### config.mk
export PLATFORM = sky130hd
export DESIGN_NAME = csr_exec_unit
export DESIGN_NICKNAME = d
export VERILOG_FILES = /design/src/rtl/csr_pkg.sv /design/src/rtl/csr_exec_unit_cycle_counter.sv /design/src/rtl/csr_exec_unit.sv
export SDC_FILE = /design/constraint.sdc
export NUM_CORES = 1
export LEC_CHECK = 0
export CELL_PAD_IN_SITES_DETAIL_PLACEMENT = 1
export CELL_PAD_IN_SITES_GLOBAL_PLACEMENT = 1
export CORE_ASPECT_RATIO = 1.4
export CORE_MARGIN = 1.5
export CORE_UTILIZATION = 25
export CTS_CLUSTER_DIAMETER = 80
export DETAILED_ROUTE_END_ITERATION = 8
export PLACE_DENSITY = 0.45
export SLEW_MARGIN = 20
export SYNTH_ARGS = -nofsm -noshare
export SYNTH_HDL_FRONTEND = slang
export SYNTH_SLANG_ARGS = --single-unit
export TNS_END_PERCENT = 5
### constraint.sdc
create_clock -name clk_i -period 18.91 [get_ports clk_i]
set_clock_uncertainty 0.05 [all_clocks]
set_input_delay 4.7275 -clock clk_i [delete_from_list [all_inputs] [get_ports clk_i]]
set_output_delay 4.7275 -clock clk_i [all_outputs]
set_load 0.05 [all_outputs]
### src/rtl/csr_pkg.sv
// Shared definitions for the machine-mode CSR execute unit: instruction kinds,
// CSR addresses, trap cause codes and the execute-unit state encoding.
package csr_pkg;

    typedef enum logic [3:0] {
        sysk_invalid = 4'd0,
        sysk_ecall   = 4'd1,
        sysk_ebreak  = 4'd2,
        sysk_csrrw   = 4'd3,
        sysk_csrrs   = 4'd4,
        sysk_csrrc   = 4'd5,
        sysk_csrrwi  = 4'd6,
        sysk_csrrsi  = 4'd7,
        sysk_csrrci  = 4'd8
    } system_kind_t;

    typedef enum logic [1:0] {
        IDLE = 2'd0,
        EXEC = 2'd1,
        RESP = 2'd2
    } csr_state_t;

    localparam logic [11:0] CSR_MTVEC    = 12'h305;
    localparam logic [11:0] CSR_MSCRATCH = 12'h340;
    localparam logic [11:0] CSR_MEPC     = 12'h341;
    localparam logic [11:0] CSR_MCAUSE   = 12'h342;
    localparam logic [11:0] CSR_MCYCLE   = 12'hB00;
    localparam logic [11:0] CSR_MCYCLEH  = 12'hB80;
    localparam logic [11:0] CSR_CYCLE    = 12'hC00;
    localparam logic [11:0] CSR_CYCLEH   = 12'hC80;
    localparam logic [11:0] CSR_MHARTID  = 12'hF14;

    localparam logic [31:0] CAUSE_ILLEGAL    = 32'd2;
    localparam logic [31:0] CAUSE_BREAKPOINT = 32'd3;
    localparam logic [31:0] CAUSE_ECALL_M    = 32'd11;

    // True for the CSR forms that take their operand from the zimm field.
    function automatic logic is_imm_form(input system_kind_t k);
        return (k == sysk_csrrwi) || (k == sysk_csrrsi) || (k == sysk_csrrci);
    endfunction

    function automatic logic is_csr_form(input system_kind_t k);
        return (k == sysk_csrrw)  || (k == sysk_csrrs)  || (k == sysk_csrrc) ||
               (k == sysk_csrrwi) || (k == sysk_csrrsi) || (k == sysk_csrrci);
    endfunction

endpackage

### src/rtl/csr_exec_unit_cycle_counter.sv
// 64-bit free-running cycle counter with independent write ports for each
// half; also supplies the read data for the mcycle/cycle address aliases.
module csr_cycle_counter
    import csr_pkg::*;
(
    input  logic        clk_i,
    input  logic        rst_i,
    input  logic        wr_lo_i,
    input  logic        wr_hi_i,
    input  logic [31:0] wdata_i,
    input  logic [11:0] addr_i,
    output logic [31:0] rdata_o,
    output logic        hit_o
);

    logic [31:0] lo_q;
    logic [31:0] hi_q;
    logic [31:0] lo_d;
    logic [31:0] hi_d;
    logic        carry;

    // Next count: a written half takes the write data instead of incrementing,
    // and a written low half never carries into the high half.
    always_comb begin
        carry = (lo_q == 32'hFFFF_FFFF) && !wr_lo_i;
        lo_d  = wr_lo_i ? wdata_i : (lo_q + 32'd1);
        hi_d  = wr_hi_i ? wdata_i : (hi_q + {31'b0, carry});
    end

    // Counter registers.
    always_ff @(posedge clk_i or posedge rst_i) begin
        if (rst_i) begin
            lo_q <= '0;
            hi_q <= '0;
        end else begin
            lo_q <= lo_d;
            hi_q <= hi_d;
        end
    end

    // Read mux for the machine and user aliases of both halves.
    always_comb begin
        rdata_o = '0;
        hit_o   = 1'b1;
        case (addr_i)
            CSR_MCYCLE,  CSR_CYCLE:  rdata_o = lo_q;
            CSR_MCYCLEH, CSR_CYCLEH: rdata_o = hi_q;
            default:                 hit_o   = 1'b0;
        endcase
    end

endmodule

### src/rtl/csr_exec_unit.sv
// SYSTEM-instruction execute unit: owns the machine-mode CSR file, performs
// CSR read-modify-write, returns the old value and raises precise traps.
//
// state | meaning
// IDLE  | ready for a request; inputs latched on accept
// EXEC  | read old value, compute new value, commit write or trap state
// RESP  | response held stable until resp_ready_i
module csr_exec_unit
    import csr_pkg::*;
#(
    parameter logic [31:0] RESET_MTVEC = 32'h0000_0100,
    parameter logic [31:0] HART_ID     = 32'h0
) (
    input  logic         clk_i,
    input  logic         rst_i,
    input  logic         req_valid_i,
    output logic         req_ready_o,
    input  system_kind_t kind_i,
    input  logic [11:0]  csr_addr_i,
    input  logic [4:0]   rs1_field_i,
    input  logic [31:0]  rs1_data_i,
    input  logic [4:0]   rd_i,
    input  logic [31:0]  pc_i,
    output logic         resp_valid_o,
    input  logic         resp_ready_i,
    output logic         resp_rd_we_o,
    output logic [4:0]   resp_rd_o,
    output logic [31:0]  resp_rd_data_o,
    output logic         trap_valid_o,
    output logic [31:0]  trap_target_o
);

    csr_state_t   state_q;
    system_kind_t kind_q;
    logic [11:0]  addr_q;
    logic [4:0]   rs1f_q;
    logic [31:0]  rs1d_q;
    logic [4:0]   rd_q;
    logic [31:0]  pc_q;

    logic [31:0]  mscratch_q;
    logic [31:0]  mtvec_q;
    logic [31:0]  mepc_q;
    logic [31:0]  mcause_q;

    logic         req_ready_q;
    logic         resp_valid_q;
    logic         resp_rd_we_q;
    logic [4:0]   resp_rd_q;
    logic [31:0]  resp_rd_data_q;
    logic         trap_valid_q;
    logic [31:0]  trap_target_q;

    logic         is_csr;
    logic [31:0]  operand;
    logic         wr_req;
    logic [31:0]  old_val;
    logic         addr_hit;
    logic         illegal;
    logic         trap;
    logic [31:0]  cause;
    logic [31:0]  new_val;
    logic         csr_we;
    logic         trap_commit;
    logic [31:0]  cnt_rdata;
    logic         cnt_hit;
    logic         cnt_wr_lo;
    logic         cnt_wr_hi;

    assign req_ready_o    = req_ready_q;
    assign resp_valid_o   = resp_valid_q;
    assign resp_rd_we_o   = resp_rd_we_q;
    assign resp_rd_o      = resp_rd_q;
    assign resp_rd_data_o = resp_rd_data_q;
    assign trap_valid_o   = trap_valid_q;
    assign trap_target_o  = trap_target_q;

    // Decode of the latched instruction: operand, old value, legality, new value.
    always_comb begin
        is_csr  = is_csr_form(kind_q);
        operand = is_imm_form(kind_q) ? {27'b0, rs1f_q} : rs1d_q;
        // Set/clear forms with rs1 = x0 / zimm = 0 are pure reads.
        wr_req  = is_csr && ((kind_q == sysk_csrrw) || (kind_q == sysk_csrrwi) ||
                             (rs1f_q != 5'd0));

        old_val  = '0;
        addr_hit = 1'b1;
        case (addr_q)
            CSR_MSCRATCH: old_val = mscratch_q;
            CSR_MTVEC:    old_val = mtvec_q & 32'hFFFF_FFFC;
            CSR_MEPC:     old_val = mepc_q & 32'hFFFF_FFFE;
            CSR_MCAUSE:   old_val = mcause_q;
            CSR_MHARTID:  old_val = HART_ID;
            default: begin
                old_val  = cnt_rdata;
                addr_hit = cnt_hit;
            end
        endcase

        illegal = is_csr && (!addr_hit || (wr_req && (addr_q[11:10] == 2'b11)));
        trap    = !is_csr || illegal;

        case (kind_q)
            sysk_ecall:  cause = CAUSE_ECALL_M;
            sysk_ebreak: cause = CAUSE_BREAKPOINT;
            default:     cause = CAUSE_ILLEGAL;
        endcase

        case (kind_q)
            sysk_csrrw, sysk_csrrwi: new_val = operand;
            sysk_csrrs, sysk_csrrsi: new_val = old_val | operand;
            default:                 new_val = old_val & ~operand;
        endcase

        csr_we      = (state_q == EXEC) && wr_req && !illegal;
        trap_commit = (state_q == EXEC) && trap;
        cnt_wr_lo   = csr_we && (addr_q == CSR_MCYCLE);
        cnt_wr_hi   = csr_we && (addr_q == CSR_MCYCLEH);
    end

    csr_cycle_counter u_cycle (
        .clk_i   (clk_i),
        .rst_i   (rst_i),
        .wr_lo_i (cnt_wr_lo),
        .wr_hi_i (cnt_wr_hi),
        .wdata_i (new_val),
        .addr_i  (addr_q),
        .rdata_o (cnt_rdata),
        .hit_o   (cnt_hit)
    );

    // CSR file: trap state takes priority, otherwise the software write lands.
    always_ff @(posedge clk_i or posedge rst_i) begin
        if (rst_i) begin
            mscratch_q <= '0;
            mtvec_q    <= RESET_MTVEC;
            mepc_q     <= '0;
            mcause_q   <= '0;
        end else if (trap_commit) begin
            mepc_q   <= pc_q;
            mcause_q <= cause;
        end else if (csr_we) begin
            case (addr_q)
                CSR_MSCRATCH: mscratch_q <= new_val;
                CSR_MTVEC:    mtvec_q    <= new_val;
                CSR_MEPC:     mepc_q     <= new_val;
                CSR_MCAUSE:   mcause_q   <= new_val;
                default:      ;
            endcase
        end
    end

    // Request/response sequencing with registered handshake and result outputs.
    always_ff @(posedge clk_i or posedge rst_i) begin
        if (rst_i) begin
            state_q        <= IDLE;
            kind_q         <= sysk_invalid;
            addr_q         <= '0;
            rs1f_q         <= '0;
            rs1d_q         <= '0;
            rd_q           <= '0;
            pc_q           <= '0;
            req_ready_q    <= 1'b1;
            resp_valid_q   <= 1'b0;
            resp_rd_we_q   <= 1'b0;
            resp_rd_q      <= '0;
            resp_rd_data_q <= '0;
            trap_valid_q   <= 1'b0;
            trap_target_q  <= '0;
        end else begin
            case (state_q)
                IDLE: begin
                    if (req_valid_i) begin
                        kind_q      <= kind_i;
                        addr_q      <= csr_addr_i;
                        rs1f_q      <= rs1_field_i;
                        rs1d_q      <= rs1_data_i;
                        rd_q        <= rd_i;
                        pc_q        <= pc_i;
                        req_ready_q <= 1'b0;
                        state_q     <= EXEC;
                    end
                end
                EXEC: begin
                    resp_valid_q   <= 1'b1;
                    resp_rd_q      <= rd_q;
                    resp_rd_data_q <= trap ? 32'h0 : old_val;
                    resp_rd_we_q   <= !trap && (rd_q != 5'd0);
                    trap_valid_q   <= trap;
                    // mtvec_q still holds the pre-write value here.
                    trap_target_q  <= mtvec_q & 32'hFFFF_FFFC;
                    state_q        <= RESP;
                end
                RESP: begin
                    if (resp_ready_i) begin
                        resp_valid_q <= 1'b0;
                        resp_rd_we_q <= 1'b0;
                        trap_valid_q <= 1'b0;
                        req_ready_q  <= 1'b1;
                        state_q      <= IDLE;
                    end
                end
                default: begin
                    req_ready_q <= 1'b1;
                    state_q     <= IDLE;
                end
            endcase
        end
    end

endmodule
==> qor.json <==
{
  "run_status": {
    "outcome": "completed"
  },
  "critical_path": {
    "critPathArrivalTime_ns": 7.49,
    "critical_path.startpoint_type": "primary input",
    "crit_path_max_fanout": 97,
    "setup.worst_path.class": "in2async",
    "cp_data_required_time_ns": 19.42,
    "crit_end_category": "async pin"
  },
  "logic_synthesis": {
    "synth_seq_cells": 351,
    "synth_async_sr_flop_share_pct": 100,
    "netlist-cell-type-count": 80,
    "sequential_share_of_the_synthesized_area_pct": 50.5,
    "synth.cell_area_mm2": 0.0174,
    "avgSynthCellArea_um2": 10.1,
    "synth.largest_area_cell": "sky130_fd_sc_hd__dfrtp_1",
    "ys.warnings.count": 0,
    "synth_area_leaders": "sky130_fd_sc_hd__dfrtp_1, sky130_fd_sc_hd__mux2_2, sky130_fd_sc_hd__mux2i_1",
    "synth_enable_flop_cells": 0,
    "synth_top_area_share_pct": 50.2,
    "post_synth_inst_count": 1719,
    "yosys_most_used_dff": "sky130_fd_sc_hd__dfrtp_1"
  },
  "clock_network": {
    "cts_root_buffer": "sky130_fd_sc_hd__clkbuf_16",
    "hold_fix_buffers_at_cts": 0,
    "longest_clk_path_bufs": 3,
    "clock_tree_sinks": 351,
    "numCtsBuffers": 42,
    "clkLatencyLatePin_ns": 0.58,
    "postCtsSetupRepairBufs": 0,
    "cts-htree-levels": 2,
    "clkSlewWorstSetupHoldPaths_ns": 0.06,
    "tritoncts": "done",
    "post_cts.resized_instances": 0
  },
  "layout": {
    "drive_above_1_share_pct": 13.5,
    "num_antenna_cells": 0,
    "final_net_count": 1936,
    "area_delta_synth_final_pct": 23.1,
    "num-fill-cells": 7761,
    "layout.core_utilization_pct": 31.1,
    "layout.cell_area.non_filler_mm2": 0.0214
  },
  "detailed_routing": {
    "drt_pre_antenna_iters": 5,
    "avgRoutedWirePerCell_um": 23.6,
    "post_drt_via_cell_ratio": 4.95,
    "detailedRoute.firstIterationViolations": 679,
    "route.detailed.drc": 0,
    "num_vias": 13800,
    "postRouteWirelength_mm": 66.0,
    "final_antenna_net_count": 0
  },
  "placement": {
    "post-place-ws_ns": 11.19,
    "port_buffers": 163,
    "dpl_cell_area_mm2": 0.0200,
    "dp.final_hpwl_mm": 45.4,
    "routabilityCongestion": 0.790
  },
  "pwr": {
    "ir_worst_vdd_mv": 0.0665,
    "design_power_w": 0.00281,
    "power.leakage_nw": 9.08,
    "power.density_cell_area_mw_per_mm2": 131
  },
  "die": {
    "placement_rows": 114,
    "die_area_mm2": 0.0712,
    "core_mm2": 0.0689,
    "ios": 167,
    "fp.dieW_um": 226,
    "floorplan.initialDensity_pct": 25.3,
    "chipHeight_um": 315
  },
  "global_routing": {
    "first_global_vias": 15000,
    "grt_pass1_wl_mm": 99.0,
    "grt_overflow_total": 0,
    "grt_max_degree": 98,
    "groute.usage.overall_pct": 18.8,
    "grt_antenna_before_repair": 1
  },
  "timing": {
    "setup-violations-final": 0,
    "max_clock_freq_mhz": 143,
    "post-route-min-period_ns": 6.97,
    "worst_setup_slack_after_layout_ns": 11.94,
    "timing.slew.headroom_pct": 33.2,
    "final-hold-violation-count": 0,
    "tns_ns": 0,
    "count_of_final_max_slew_check_failures": 0,
    "rsz0062_at_grt": "no",
    "tightest_slew_ns": 0.995,
    "post-route-period-util_pct": 36.9
  },
  "job": {
    "maxCapViolations": 0
  },
  "worst_hold_path": {
    "hold_path.class": "reg2reg"
  }
}
[logic make-up (layout without fill, tap and decap cells)]
group                      count (synthesis)  after routing  synth area share (%)
and+or+nand+nor                          563            563                  15.5
AOI/OAI and AO/OA                        392            392                  15.1
DFF                                      351            351                  50.5
muxes                                    193            193                  11.8
buffers and inverters                    154            300                  3.70
xor gates and xnor gates                  62             62                  3.12
adders and majority gates                  3              3                 0.216
other                                      1              2                0.0216
[metal layers]
| layer | global-route usage (%) | share of wire, % | vias up |
|---|---|---|---|
| met3 | 2.60 | 3.1 | 71 |
| li1 | - | - | 6378 |
| met5 | 0 | 0 | - |
| met2 | 34.6 | 53 | 225 |
| met1 | 22.7 | 42 | 7153 |
| met4 | 4.70 | 2.1 | 0 |
[final timing paths]
kind | from | endpoint | slack, ns | depth (start not counted)
worst max register to register | state_q[1]$_DFFE_PP0P_ | u_cycle.hi_q[31]$_DFF_PP0_ | 13.84 | 14
max in group clk_i | req_ready_o$_DFFE_PP1P_ | req_ready_o | 12.23 | 1
worst min-delay path | trap_target_o[10]$_DFFE_PP0P_ | trap_target_o[10]$_DFFE_PP0P_ | 0.42 | 2
worst max-delay path | rst_i | trap_target_o[16]$_DFFE_PP0P_ | 11.94 | 4
worst min register to register | trap_target_o[10]$_DFFE_PP0P_ | trap_target_o[10]$_DFFE_PP0P_ | 0.42 | 2
min in group asynchronous | rst_i | addr_q[4]$_DFFE_PP0P_ | 4.63 | 2
[per-stage QoR]
stage | instances | hold slack, ns
final | 2794 | 0.424
after global routing | 2794 | 0.460
after CTS | 2794 | 0.432
after detailed placement | 2723 | 0.416
after global placement | 2723 | 0.413
after floorplan | 1720 | 0.395
[cells in the final DEF (no fill, tap or decap), types with 34 or more instances in the layout]
cell and n:
sky130_fd_sc_hd__dfrtp_1 347, sky130_fd_sc_hd__clkdlybuf4s50_1 163, sky130_fd_sc_hd__nand2_1 214, sky130_fd_sc_hd__mux2i_1 90
sky130_fd_sc_hd__nor2_1 144, sky130_fd_sc_hd__inv_1 34, sky130_fd_sc_hd__nand3_1 58, sky130_fd_sc_hd__clkbuf_16 43
sky130_fd_sc_hd__o21ai_0 77, sky130_fd_sc_hd__a21oi_1 128, sky130_fd_sc_hd__mux2_2 103
[power breakdown]
part	switching, W	internal (W)	leakage [nW]
logic	0.000567	0.000337	3.77
registers	0.000165	0.000903	4.61
clock network	0.000336	0.000505	0.694
[state kept, by name, summed over array words and instances (netlist names), 30 cells and up]
signal	count
trap_target_o	30
mcause_q	32
mepc_q	31
pc_q	31
rs1d_q	32
u_cycle.hi_q	32
u_cycle.lo_q	32
resp_rd_data_o	32
mscratch_q	32
mtvec_q	30
[final cells by class]
cell class / instances / area [µm²] / area share, %
sequential: 351 / 8790 / 41.1
multi-input combinational: 1215 / 8050 / 37.6
timing repair buffer: 194 / 1860 / 8.71
clock buffer: 63 / 1280 / 5.99
tap: 928 / 1160 / 5.42
inverter: 35 / 139 / 0.649
clock inverter: 8 / 119 / 0.555
[worst max-delay path, cell delays in order]
cell and delay (ns):
sky130_fd_sc_hd__clkdlybuf4s50_1 0.49, sky130_fd_sc_hd__inv_8 0.50, sky130_fd_sc_hd__buf_4 0.72, sky130_fd_sc_hd__buf_4 0.84
[synthesized netlist by cell type (all sizes together) (33+ instances only)]
library cell and n:
inv 35, nand3 58, xor2 33, mux2i 90, dfrtp 349, buf 42, nor2 144, a21oi 146
o21ai 78, mux2 103, nand2 215, clkbuf 77
Power figures use the tool's default switching activity.
